## config.mk

```make
export PLATFORM = sky130hd
export DESIGN_NAME = mpc_bank_req_arb
export DESIGN_NICKNAME = d
export VERILOG_FILES = /design/src/rtl/mpc_bank_req_arb.sv
export SDC_FILE = /design/constraint.sdc
export NUM_CORES = 1
export LEC_CHECK = 0
export BUFFER_PORTS_ARGS = -buffer_cell sky130_fd_sc_hd__buf_2
export CAP_MARGIN = 20
export CORE_AREA = 8 8 270 272
export CTS_BUF_LIST = sky130_fd_sc_hd__clkbuf_8
export CTS_CLUSTER_SIZE = 12
export DETAILED_ROUTE_END_ITERATION = 16
export DIE_AREA = 0 0 278 280
export GPL_ROUTABILITY_DRIVEN = 0
export SLEW_MARGIN = 20
export SYNTH_ARGS = -nofsm -noshare
export SYNTH_HDL_FRONTEND = slang
export SYNTH_SLANG_ARGS = --single-unit
```

## constraint.sdc

```tcl
create_clock -name clk -period 4.4 [get_ports clk]
set_input_delay 0.22 -clock clk [delete_from_list [all_inputs] [get_ports clk]]
set_output_delay 0.22 -clock clk [all_outputs]
set_load 0.05 [all_outputs]
```

## src/rtl/mpc_bank_req_arb.sv

```systemverilog
`default_nettype none
// ============================================================================
// Module      : mpc_bank_req_arb
// Description : Round-robin bank request arbiter with per-channel credit
//               limits and a single registered output slot toward the HTU.
// Revision    : 1.0 - initial release
// ============================================================================
// u_bank_req packing, MSB first:
//   {channel_1hot_id[2:0], wbuffer_id, op[2:0], addr[31:0], wdata}
module mpc_bank_req_arb #(
    parameter int NumCh          = 3,
    parameter int MaxOutstanding = 4,
    parameter int WbufWidth      = 7,
    parameter int ClWordWidth    = 128,
    parameter int CntWidth       = $clog2(MaxOutstanding + 1)
) (
    input  logic                            clk,
    input  logic                            rst,
    input  logic [NumCh-1:0]                ch_req_valid,
    output logic [NumCh-1:0]                ch_req_ready,
    input  logic [3*NumCh-1:0]              ch_req_op,
    input  logic [32*NumCh-1:0]             ch_req_addr,
    input  logic [WbufWidth*NumCh-1:0]      ch_req_wbuf_id,
    input  logic [ClWordWidth*NumCh-1:0]    ch_req_wdata,
    input  logic [NumCh-1:0]                ch_done_valid,
    output logic                            u_bank_req_valid,
    input  logic                            u_bank_req_ready,
    output logic [3+WbufWidth+3+32+ClWordWidth-1:0] u_bank_req,
    output logic [CntWidth*NumCh-1:0]       ch_outstanding,
    output logic                            err_credit
);

    typedef struct packed {
        logic [2:0]             channel_1hot_id;
        logic [WbufWidth-1:0]   wbuffer_id;
        logic [2:0]             op;
        logic [31:0]            addr;
        logic [ClWordWidth-1:0] wdata;
    } bank_req_t;

    localparam logic [1:0] C_PTR_RESET = 2'd2;

    bank_req_t        r_req;
    logic             r_out_vld;
    logic [1:0]       r_last_ptr;
    logic             r_err;

    logic [NumCh-1:0] w_elig;
    logic [NumCh-1:0] w_grant;
    logic [NumCh-1:0] w_err_hit;
    logic [1:0]       w_idx;
    logic [1:0]       w_win;
    logic             w_found;
    logic             w_load_en;
    logic             w_accept;
    bank_req_t        w_load;

    assign w_load_en    = !r_out_vld || u_bank_req_ready;
    assign ch_req_ready = w_grant & {NumCh{w_load_en && !rst}};
    assign w_accept     = |ch_req_ready;

    // Search starts just after the last granted channel, wrapping mod NumCh.
    always_comb begin
        w_grant = '0;
        w_win   = r_last_ptr;
        w_found = 1'b0;
        w_idx   = '0;
        for (int k = 1; k <= NumCh; k++) begin
            w_idx = 2'((int'(r_last_ptr) + k) % NumCh);
            if (!w_found && w_elig[w_idx]) begin
                w_found        = 1'b1;
                w_grant[w_idx] = 1'b1;
                w_win          = w_idx;
            end
        end
    end

    always_comb begin
        w_load = '0;
        for (int i = 0; i < NumCh; i++) begin
            if (w_grant[i]) begin
                w_load.channel_1hot_id = 3'(1 << i);
                w_load.wbuffer_id      = ch_req_wbuf_id[i*WbufWidth +: WbufWidth];
                w_load.op              = ch_req_op[i*3 +: 3];
                w_load.addr            = ch_req_addr[i*32 +: 32];
                w_load.wdata           = ch_req_wdata[i*ClWordWidth +: ClWordWidth];
            end
        end
    end

    always_ff @(posedge clk) begin
        if (rst) begin
            r_req      <= '0;
            r_out_vld  <= 1'b0;
            r_last_ptr <= C_PTR_RESET;
        end else if (w_accept) begin
            r_req      <= w_load;
            r_out_vld  <= 1'b1;
            r_last_ptr <= w_win;
        end else if (u_bank_req_ready) begin
            r_out_vld  <= 1'b0;
        end
    end

    generate
        for (genvar gi = 0; gi < NumCh; gi++) begin : g_ch
            logic [CntWidth-1:0] r_cnt;

            // Eligibility uses the registered count; a same-cycle done only helps next cycle.
            assign w_elig[gi]    = ch_req_valid[gi] && (r_cnt < CntWidth'(MaxOutstanding));
            assign w_err_hit[gi] = ch_done_valid[gi] && !ch_req_ready[gi] && (r_cnt == '0);
            assign ch_outstanding[gi*CntWidth +: CntWidth] = r_cnt;

            always_ff @(posedge clk) begin
                if (rst) begin
                    r_cnt <= '0;
                end else if (ch_req_ready[gi] && !ch_done_valid[gi]) begin
                    r_cnt <= r_cnt + CntWidth'(1);
                end else if (!ch_req_ready[gi] && ch_done_valid[gi] && (r_cnt != '0)) begin
                    r_cnt <= r_cnt - CntWidth'(1);
                end
            end
        end
    endgenerate

    always_ff @(posedge clk) begin
        if (rst) begin
            r_err <= 1'b0;
        end else if (|w_err_hit) begin
            r_err <= 1'b1;
        end
    end

    assign u_bank_req_valid = r_out_vld;
    assign u_bank_req       = r_req;
    assign err_credit       = r_err;

endmodule
`default_nettype wire
```

# Yosys cells after proc, flatten, opt, wreduce, memory -nomap -nowiden
# Index checks and enable logic that the tools add are counted.
# Widths: inputs -> output; s select.
[classes]
addsub = 9
n_mul = 0
div = 3
n_lt_le_gt_ge = 9
eq_ne = 0
shift = 0
muxes = 31
bitwise = 3
n_reduce_logical = 46
[ops]
columns = ["operator", "n"]
rows = [
  ["$mux 173", 2],
  ["$mux 171", 1],
  ["$mod 32x3->32 const B", 3],
  ["$mux 3", 9],
  ["$logic_and 1x1->1", 21],
  ["$reduce_bool 3->1", 4],
  ["$logic_not 1->1", 10],
  ["$mux 1", 10],
  ["$add 3x1->3 const B", 3],
  ["$logic_not 3->1", 3],
  ["$lt 2x3->1 const B", 3],
  ["$lt 3x3->1 const B", 3],
  ["$sub 3x1->3 const B", 3],
  ["$reduce_bool 2->1", 4],
  ["$add 2x2->3 const B", 2],
  ["$bmux 1 s2", 3],
  ["$demux 1 s2", 3],
  ["$ge 2x1->1 const B", 3],
  ["$mux 2", 3],
  ["$or 3x3->3", 2],
  ["$reduce_or 3->1", 2],
  ["$add 2x1->3 const B", 1],
  ["$and 3x3->3", 1],
  ["$reduce_and 2->1", 1],
  ["$logic_or 1x1->1", 1],
]
[word_totals]
register_bits = 186
latchBits = 0
mem_bits_rw = 0
mem_bits_ro = 0
inputBits = 519
out_inout_bits = 187
elab_cells = 112
memories = 0

# Logic depth before layout (Yosys ltp)
# Gate-level depths: netlist of the first run.
[depth]
ltp_word = 17
mapped_depth = 14
ltp_nobuf = 12

# Worst setup path before layout of the first run
# No wires, ideal clock.
[synth_path]
path_kind = "register -> register"
startpoint = "register r_last_ptr[0]"
endpoint = "register g_ch[1].r_cnt[2]"
t_arrival_ns = 3.164
required_ns = 4.277
setup_slack_ns = 1.113
stages_incl_launch_ff = 14
path_buffers = 3
cell_sequence = "dfxtp_1 > inv_1 > ha_1 > buf_2 > nor4bb_1 > a21o_1 > nor4_2 > a22o_1 > buf_2 > buf_2 > nand2_1 > fa_1 > o31ai_1 > mux2_1"
[synth_between]
elab_chain_len = 16
elab_cells_between_ends = 45
classes_between = "add/sub: 3; div: 3; order compare: 6; mux: 18; bitwise: 3; reduce/logical: 12"
[synth_lines]
columns = ["item", "line", "rtl"]
rows = [
  ["start: declaration", "45", "logic [1:0] r_last_ptr;"],
  ["start signal: assignment", "99", "r_last_ptr <= w_win;"],
  ["$add 2x1->3", "69", "w_idx = 2'((int'(r_last_ptr) + k) % NumCh);"],
  ["$mod 32x3->32", "69", ""],
  ["$lt 2x3->1 (not written as such) (tied with other cells)", "72", "w_grant[w_idx] = 1'b1;"],
  ["$logic_and 1x1->1 (not written as such) / $mux 1 (equally long branches)", "72, 70", ""],
  ["$mux 1 (on tied branches)", "72, 70", ""],
  ["$demux 1 s2 / $logic_not 1->1 (equally long branches)", "72, 70", ""],
  ["$mux 3 / $logic_and 1x1->1 (equally long branches)", "70", "if (!w_found && w_elig[w_idx]) begin"],
  ["$or 3x3->3 (no source line) / $mux 1 (equally long branches)", "-", ""],
  ["$mux 3 / $logic_not 1->1 (equally long branches)", "70", ""],
  ["$or 3x3->3 (no source line) / $logic_and 1x1->1 (equally long branches)", "-", ""],
  ["$mux 3 *", "70", ""],
  ["$and 3x3->3 *", "59", "assign ch_req_ready = w_grant & {NumCh{w_load_en && !rst}};"],
  ["$logic_not 1->1", "119", "end else if (!ch_req_ready[gi] && ch_done_valid[gi] && (r_cnt != '0)) begin"],
  ["$logic_and 1x1->1 (2 in a row)", "119", ""],
  ["$reduce_bool 2->1 (no source line)", "-", ""],
  ["end signal: assignment", "118", "r_cnt <= r_cnt + CntWidth'(1);"],
  ["end signal: assignment", "120", "r_cnt <= r_cnt - CntWidth'(1);"],
  ["end: declaration", "107", "logic [CntWidth-1:0] r_cnt;"],
]
# Every way passes the cells marked *; elsewhere a longest branch is shown, timed or not. The select of a mux whose other input is x is not followed.
# A chain may end at the register's enable or synchronous reset.

# Final worst setup path of the first run
[layout_path]
startpoint = "register r_last_ptr[0]"
endpoint = "register r_req (netlist bit u_bank_req[77])"
[layout_between]
elab_chain_len = 14
elab_cells_between_ends = 43
classes_between = "add/sub: 3; div: 3; order compare: 6; mux: 20; bitwise: 3; reduce/logical: 8"
[layout_lines]
columns = ["item", "line", "rtl"]
rows = [
  ["$add 2x1->3", "69", ""],
  ["$mod 32x3->32", "69", ""],
  ["$lt 2x3->1 (not written as such) (tied with other cells)", "72", ""],
  ["$logic_and 1x1->1 (not written as such) / $mux 1 (equally long branches)", "72, 70", ""],
  ["$mux 1 (on tied branches)", "72, 70", ""],
  ["$demux 1 s2 / $logic_not 1->1 (equally long branches)", "72, 70", ""],
  ["$mux 3 / $logic_and 1x1->1 (equally long branches)", "70", ""],
  ["$or 3x3->3 (no source line) / $mux 1 (equally long branches)", "-", ""],
  ["$mux 3 / $logic_not 1->1 (equally long branches)", "70", ""],
  ["$or 3x3->3 (no source line) / $logic_and 1x1->1 (equally long branches)", "-", ""],
  ["$mux 3 *", "70", ""],
  ["$mux 171", "81", "if (w_grant[i]) begin"],
  ["$mux 173 (2 in a row)", "81", ""],
  ["end signal: assignment", "97", "r_req <= w_load;"],
  ["end: declaration", "43", "bank_req_t r_req;"],
]
# Marked as above.

==> impl_metrics.csv, run 1 <==
group,metric,value,unit
critical_path,critPathLaunchType,"register",
min_path,hold_path_class,"primary input to register",
grt,grt_overflow,0,
logic_synthesis,ys_ff_latch,186,
logic_synthesis,synth.distinct_cells,55,
finish,area_growth,73.59,%
sta,timing.fmax,0.2437,GHz
critical_path,reg2reg_slack,300,ps
logic_synthesis,syn_nets,1472,
die,dieHeight,280,um
logic_synthesis,syn_area,9289,um2
clock_tree,cts_buffer_depth,2,
power_and_ir_drop,internal-power,6.339,mW
grt,grt.met1_usage,0.1434,
power_and_ir_drop,power,13.46,mW
placed_design,io_buffers,705,
route,drtIter0Drc,773,
placed_design,dp.final_hpwl,38770,um
logic_synthesis,yosysWarnings,0,
logic_synthesis,yosys.area.top_type_share,0.4009,
die,die_w,278,um
critical_path,crit_type,"register to register",
critical_path,crit_required,4840,ps
route,wl,52810,um
critical_path,critPathArrivalTime,4550,ps
sta,hold_viol,0,
route,via_per_inst,4.490,
grt,antenna_found_initial,2,
finish,nets,2310,
power_and_ir_drop,ir_drop,0.6405,mV
grt,grt_pass1_vias,12690,
sta,fin_crit_sh,0.9328,
die,initial_core_util,0.1347,
power_and_ir_drop,pwr-share-clk,0.084,
die,io_pins,706,
grt,use_met3,0.04997,
sta,finalSetupTns,0,ps
power_and_ir_drop,leakage,7.102,nW
clock_tree,clock_sinks,186,
grt,use_met2,0.2101,
logic_synthesis,ys_async_sr_fraction,0,
sta,tightest_slew,943.0,ps
logic_synthesis,yosysMostFrequentCell,"dfxtp_1",
route,drc,0,
route,dr_total_vias,12070,
finish,drive_gt1_frac,0.4334,
flow_run,cap_violations,0,
die,rows,97,
power_and_ir_drop,p_sw,7.119,mW
power_and_ir_drop,comb_power_share,0.731,
logic_synthesis,yosysTopAreaCell,"dfxtp_1",
sta,finalSetupViolations,0,
grt,grt_max_degree,101,
critical_path,endpoint_kind,"register",
sta,finClkSkew,17.94,ps
route,ant_nets,0,
die,fp.coreArea,68940,um2
power_and_ir_drop,pwr-share-seq,0.185,
grt,grt_first_pass_wirelength,77140,um
logic_synthesis,syn_avg_cell_area,9.819,um2
power_and_ir_drop,switching_share,0.5290,
logic_synthesis,synth_edf_count,0,
logic_synthesis,synthCells,946,
grt,grt-busiest-layer,"met2",
sta,post-route-min-period,4104,ps
route,drtPass1Iterations,6,
clock_tree,cts_resized,0,
logic_synthesis,synthTopCellsByCount,"dfxtp_1 (186), a221o_1 (169), o2bb2ai_1 (149), o21ai_0 (110), clkbuf_1 (62)",
outcome,status,"finished, final reports clean",
die,die-area,77840,um2
clock_tree,clock_latency,520,ps
clock_tree,htreeDepth,4,
clock_tree,path_clk_slew,110,ps
logic_synthesis,synthTopCellsByArea,"dfxtp_1 (40%), a221o_1 (18%), o2bb2ai_1 (14%)",
sta,relSlewSlack,0.3713,
clock_tree,cts_buffers,17,
power_and_ir_drop,power_density,834.6,nW/um2
sta,slew_violations,0,
clock_tree,root_buffer,"clkbuf_8",
sta,rsz0062_at_grt,"no",
grt,track_usage,0.1275,
logic_synthesis,synthFlopType,"dfxtp_1",
route,wl_per_cell,19.65,um
clock_tree,cts_tree,"done",
critical_path,cp_max_fo,77,
logic_synthesis,seq_area_frac_synth,0.4009,
[stage by stage]
step           hold slack (ps)  cell area, um2  worst slack (ps)    util  std cells
3_5_place_dp             440.9           13700             546.5  0.1988       2449
5_1_grt                  49.75           16120             31.20  0.2339       2687
6_report                 111.0           16120             295.9  0.2339       2688
4_1_cts                  1.050           16110             228.5  0.2337       2685
2_1_floorplan            358.0            9289              1113       -        946
3_3_place_gp             431.1           13700             651.0  0.1988       2449
[cell usage in the layout (no fill, tap or decap), types with 10 or more instances in the layout]
| master | netlist | routed |
|---|---|---|
| buf_2 | 37 | 705 |
| dlygate4sd3_1 | 0 | 206 |
| dfxtp_1 | 186 | 186 |
| a221o_1 | 169 | 169 |
| o2bb2ai_1 | 149 | 149 |
| o21ai_0 | 110 | 110 |
| o21ai_1 | 49 | 49 |
| nand2_1 | 20 | 20 |
| clkbuf_8 | 0 | 19 |
| nor2_1 | 16 | 15 |
| a21oi_1 | 15 | 15 |
| nand3_1 | 13 | 13 |
| buf_4 | 3 | 13 |
| buf_12 | 0 | 12 |
| o2bb2ai_2 | 10 | 10 |
[what timing repair did]
action / in CTS / in global routing
hold buffers: 206 / 0
buffers inserted: 0 / 1
hold endpoints to repair: 173 / 0
setup endpoints to repair: 0 / 3
[critical path, cell delays in order, from the launching register on]
cell	delay [ps]
dfxtp_1	400
inv_1	80
ha_1	440
nor4bb_1	200
a21o_1	200
or4b_1	550
a222oi_1	320
buf_4	180
buf_12	240
buf_4	290
a221o_1	170
o21ai_1	50
dlygate4sd3_1	560
o2bb2ai_1	180
[registers in the layout (all words and copies together), names as in the netlist]
| name | cells |
|---|---|
| u_bank_req | 173 |
| r_last_ptr | 2 |
| err_credit | 1 |
| g_ch.r_cnt | 9 |
| u_bank_req_valid | 1 |
[layout make-up]
cell class / count / area, um2
clock inverter: 11 / 86.33
sequential: 186 / 3724
fill: 7410 / 52810
timing repair buffer: 936 / 5928
multi-input combinational: 635 / 4975
antenna: 2 / 5.005
tap: 891 / 1115
clock buffer: 19 / 261.5
inverter: 8 / 30.03
[routing by layer]
| metal | vias up | share of wire |
|---|---|---|
| met5 | - | 0 |
| met4 | 0 | 0.045 |
| met3 | 105 | 0.10 |
| met2 | 747 | 0.46 |
| met1 | 5645 | 0.39 |
| li1 | 5571 | - |
[cell families (layout without fill, tap and decap cells)]
logic type,Yosys count,in the layout,synth area share
AOI/OAI and AO/OA,529,529,0.4569
other,0,2,0
xor gates and xnor gates,3,3,0.002829
and+or+nand+nor,88,88,0.05213
buffers and inverters,125,974,0.06641
adders and majority gates,7,7,0.01185
DFF,186,186,0.4009
muxes,8,8,0.009025
[worst paths after layout]
check,from,to,depth (start not counted)
max,r_last_ptr[0],u_bank_req[77],13
min,ch_req_wdata[244],u_bank_req[116],4
max reg2reg,r_last_ptr[0],u_bank_req[77],13
min reg2reg,u_bank_req[29],u_bank_req[29],1
[power groups by stage]
stage               clock network, mW  registers, mW  logic [mW]
floorplan                           0           3.96        4.99
global placement                    0           2.52        9.09
detailed placement                  0           2.51        9.12
CTS                              1.24           2.48        9.78
global route                     1.29           2.54        10.6
finish                           1.13           2.49        9.84
No activity file was read; power rests on OpenSTA's default activity.
==> run 2: changes to the inputs <==
--- a/config.mk
+++ b/config.mk
@@ -7,13 +7,11 @@
 export LEC_CHECK = 0
 export BUFFER_PORTS_ARGS = -buffer_cell sky130_fd_sc_hd__buf_2
 export CAP_MARGIN = 20
-export CORE_AREA = 8 8 270 272
+export CORE_AREA = 8 8 269 271
 export CTS_BUF_LIST = sky130_fd_sc_hd__clkbuf_8
 export CTS_CLUSTER_SIZE = 12
 export DETAILED_ROUTE_END_ITERATION = 16
-export DIE_AREA = 0 0 278 280
-export GPL_ROUTABILITY_DRIVEN = 0
-export SLEW_MARGIN = 20
+export DIE_AREA = 0 0 277 279
 export SYNTH_ARGS = -nofsm -noshare
 export SYNTH_HDL_FRONTEND = slang
 export SYNTH_SLANG_ARGS = --single-unit
==> constraint.sdc (replaced) <==
create_clock -name clk -period 5.3 [get_ports clk]
set_input_delay 0.265 -clock clk [delete_from_list [all_inputs] [get_ports clk]]
set_output_delay 0.265 -clock clk [all_outputs]
set_load 0.05 [all_outputs]
==> run 2 against run 1 <==
Clock power shrank 12%. Non-clock buffer count shrank 58. Core utilization fell by 0.47 points. Die area decreased by 0.72%. Wire length is 6.9% lower. Design area is 3.4% lower. Hold slack lost 25 ps. Via count shrank 3.2%. Global-route usage down 0.83 points. Clock skew increased by 2.8 ps. Sequential share of layout area up 0.80 points. Critical path type unchanged. Largest cell class unchanged.
==> impl_metrics.csv, run 2 (synthesis gave the netlist of run 1 again) <==
group,metric,value,unit
outcome,status,"finished, final reports clean",
grt,grt_pass1_vias,12090,
grt,track_usage,0.1191,
placed_design,dp.cells,2430,
critical_path,critPathMaxStageDelay,690,ps
finish,drive_gt1_frac,0.4428,
critical_path,reg2reg_slack,1390,ps
critical_path,path_buf_inv,3,
clock_tree,postCtsSetupRepairBufs,0,
sta,post-route-min-period,3906,ps
critical_path,crit_required,5770,ps
sta,finalSetupTns,0,ps
die,fp.coreArea,67990,um2
critical_path,critPathArrivalTime,4380,ps
finish,layout.cells.most_common,"buf_2",
clock_tree,cts_buffers,17,
clock_tree,clock_latency,550,ps
route,dr_total_vias,11680,
critical_path,critPathSlowestCell,"nor4b_1",
sta,fin_crit_sh,0.7369,
placed_design,place_area,13600,um2
die,initial_core_util,0.1366,
critical_path,rr_startpoint,"r_last_ptr[0]",
clock_tree,clock_sinks,186,
clock_tree,cts_tree,"done",
placed_design,gp_congestion,0.9214,
route,ant_nets,0,
clock_tree,cts_buffer_depth,2,
sta,finClkSkew,20.70,ps
grt,antenna_found_initial,3,
route,via_per_inst,4.453,
power_and_ir_drop,power_density,669.2,nW/um2
grt,grt_overflow,0,
route,wl,49150,um
critical_path,critPathTopFamily,"simple AND/OR/NAND/NOR gates",
critical_path,crit_start,"r_last_ptr[0]",
critical_path,endpoint_kind,"register",
route,drtPass1Iterations,5,
clock_tree,root_buffer,"clkbuf_8",
finish,fill_cells,7318,
die,dieHeight,279,um
min_path,hold_path_class,"primary input to register",
die,die_w,277,um
clock_tree,htreeDepth,4,
sta,tightest_slew,1045,ps
flow_run,cap_violations,0,
sta,rsz0062_at_grt,"no",
clock_tree,path_clk_slew,110,ps
critical_path,path_common_cell,"buf_4",
min_path,worstHoldStart,"ch_req_wdata[323]",
grt,grt_max_degree,92,
route,drtIter0Drc,750,
die,io_pins,706,
placed_design,io_buffers,705,
die,rows,96,
critical_path,crit_chain,"inv_1, ha_1, nor4bb_1, a21o_1, nor4b_1, or2_4, buf_4, buf_4, a221o_1, o21ai_0, o2bb2ai_1",
critical_path,cp_max_fo,47,
sta,finalSetupViolations,0,
finish,largest_reg_flops,173,
grt,grt_first_pass_wirelength,72810,um
finish,fin_area,15580,um2
finish,nets,2252,
route,drc,0,
finish,final_cell_mix,"buf_2 (705), dfxtp_1 (186), a221o_1 (169), dlygate4sd3_1 (159), o2bb2ai_1 (149)",
critical_path,critPathLaunchType,"register",
finish,fin_cells,2623,
sta,relSlewSlack,0.2993,
sta,timing.fmax,0.2560,GHz
sta,slew_violations,0,
die,die-area,77280,um2
sta,hold_viol,0,
critical_path,crit_type,"register to register",
power_and_ir_drop,ir_drop,0.5006,mV
finish,area_growth,67.74,%
placed_design,dp.final_hpwl,35780,um
route,wl_per_cell,18.74,um
power_and_ir_drop,leakage,6.869,nW
run 2: cell types whose count changed in the layout (fill, tap and decap cells not counted):
| cell | change |
|---|---|
| dlygate4sd3_1 | -47 |
| buf_4 | -10 |
| clkinv_2 | +2 |
| clkinv_4 | -2 |
| clkinvlp_4 | +2 |
| inv_8 | +2 |
| buf_12 | -1 |
| bufinv_16 | +1 |
| clkbuf_8 | -1 |
| inv_1 | -1 |
| inv_6 | -1 |
run 2: cell type report:
cell class | instances | area (um2) | area share
antenna | 2 | 5.005 | 0.0003212
clock buffer | 18 | 247.7 | 0.01590
clock inverter | 14 | 133.9 | 0.008592
inverter | 8 | 30.03 | 0.001927
multi-input combinational | 635 | 4975 | 0.3193
sequential | 186 | 3724 | 0.2390
tap | 882 | 1104 | 0.07083
timing repair buffer | 878 | 5363 | 0.3442
run 2: path summary, 6_finish.rpt:
check,to,depth (start not counted)
max,u_bank_req[107],11
min,u_bank_req[67],3
max reg2reg,u_bank_req[107],11
min reg2reg,u_bank_req[25],1
run 2: repair_timing:
action / 4_1_cts / 5_1_grt
gates resized for setup: 0 / 0
hold endpoints to repair: 159 / 0
hold buffers: 159 / 0
setup endpoints to repair: 0 / 0
run 2: tightest hold or removal path: stages:
cell,delay [ps]
buf_2,80
o21ai_1,90
o2bb2ai_1,150
run 2: per-stage QoR:
step	setup slack (ps)	hold slack, ps	total power [mW]	utilization
global placement	1582	439.4	9.246	0.2001
finish	1394	86.30	10.43	0.2292
global route	1192	13.11	11.16	0.2292
floorplan	2013	403.0	7.430	-
detailed placement	1496	439.3	9.264	0.2001
CTS	1447	0.6231	10.45	0.2291
run 2: routing by layer:
layer	vias to the layer above	global-route usage	part of all wire
li1	5449	-	-
met1	5379	0.1322	0.39
met2	747	0.1930	0.47
met3	105	0.04633	0.095
met4	0	0.07096	0.053
met5	-	0	0
run 2: power by group:
part	leakage, nW	total (mW)	internal (mW)	switching [mW]
logic	5.15	7.37	2.59	4.78
clock network	0.190	0.997	0.394	0.603
registers	1.53	2.06	1.82	0.241
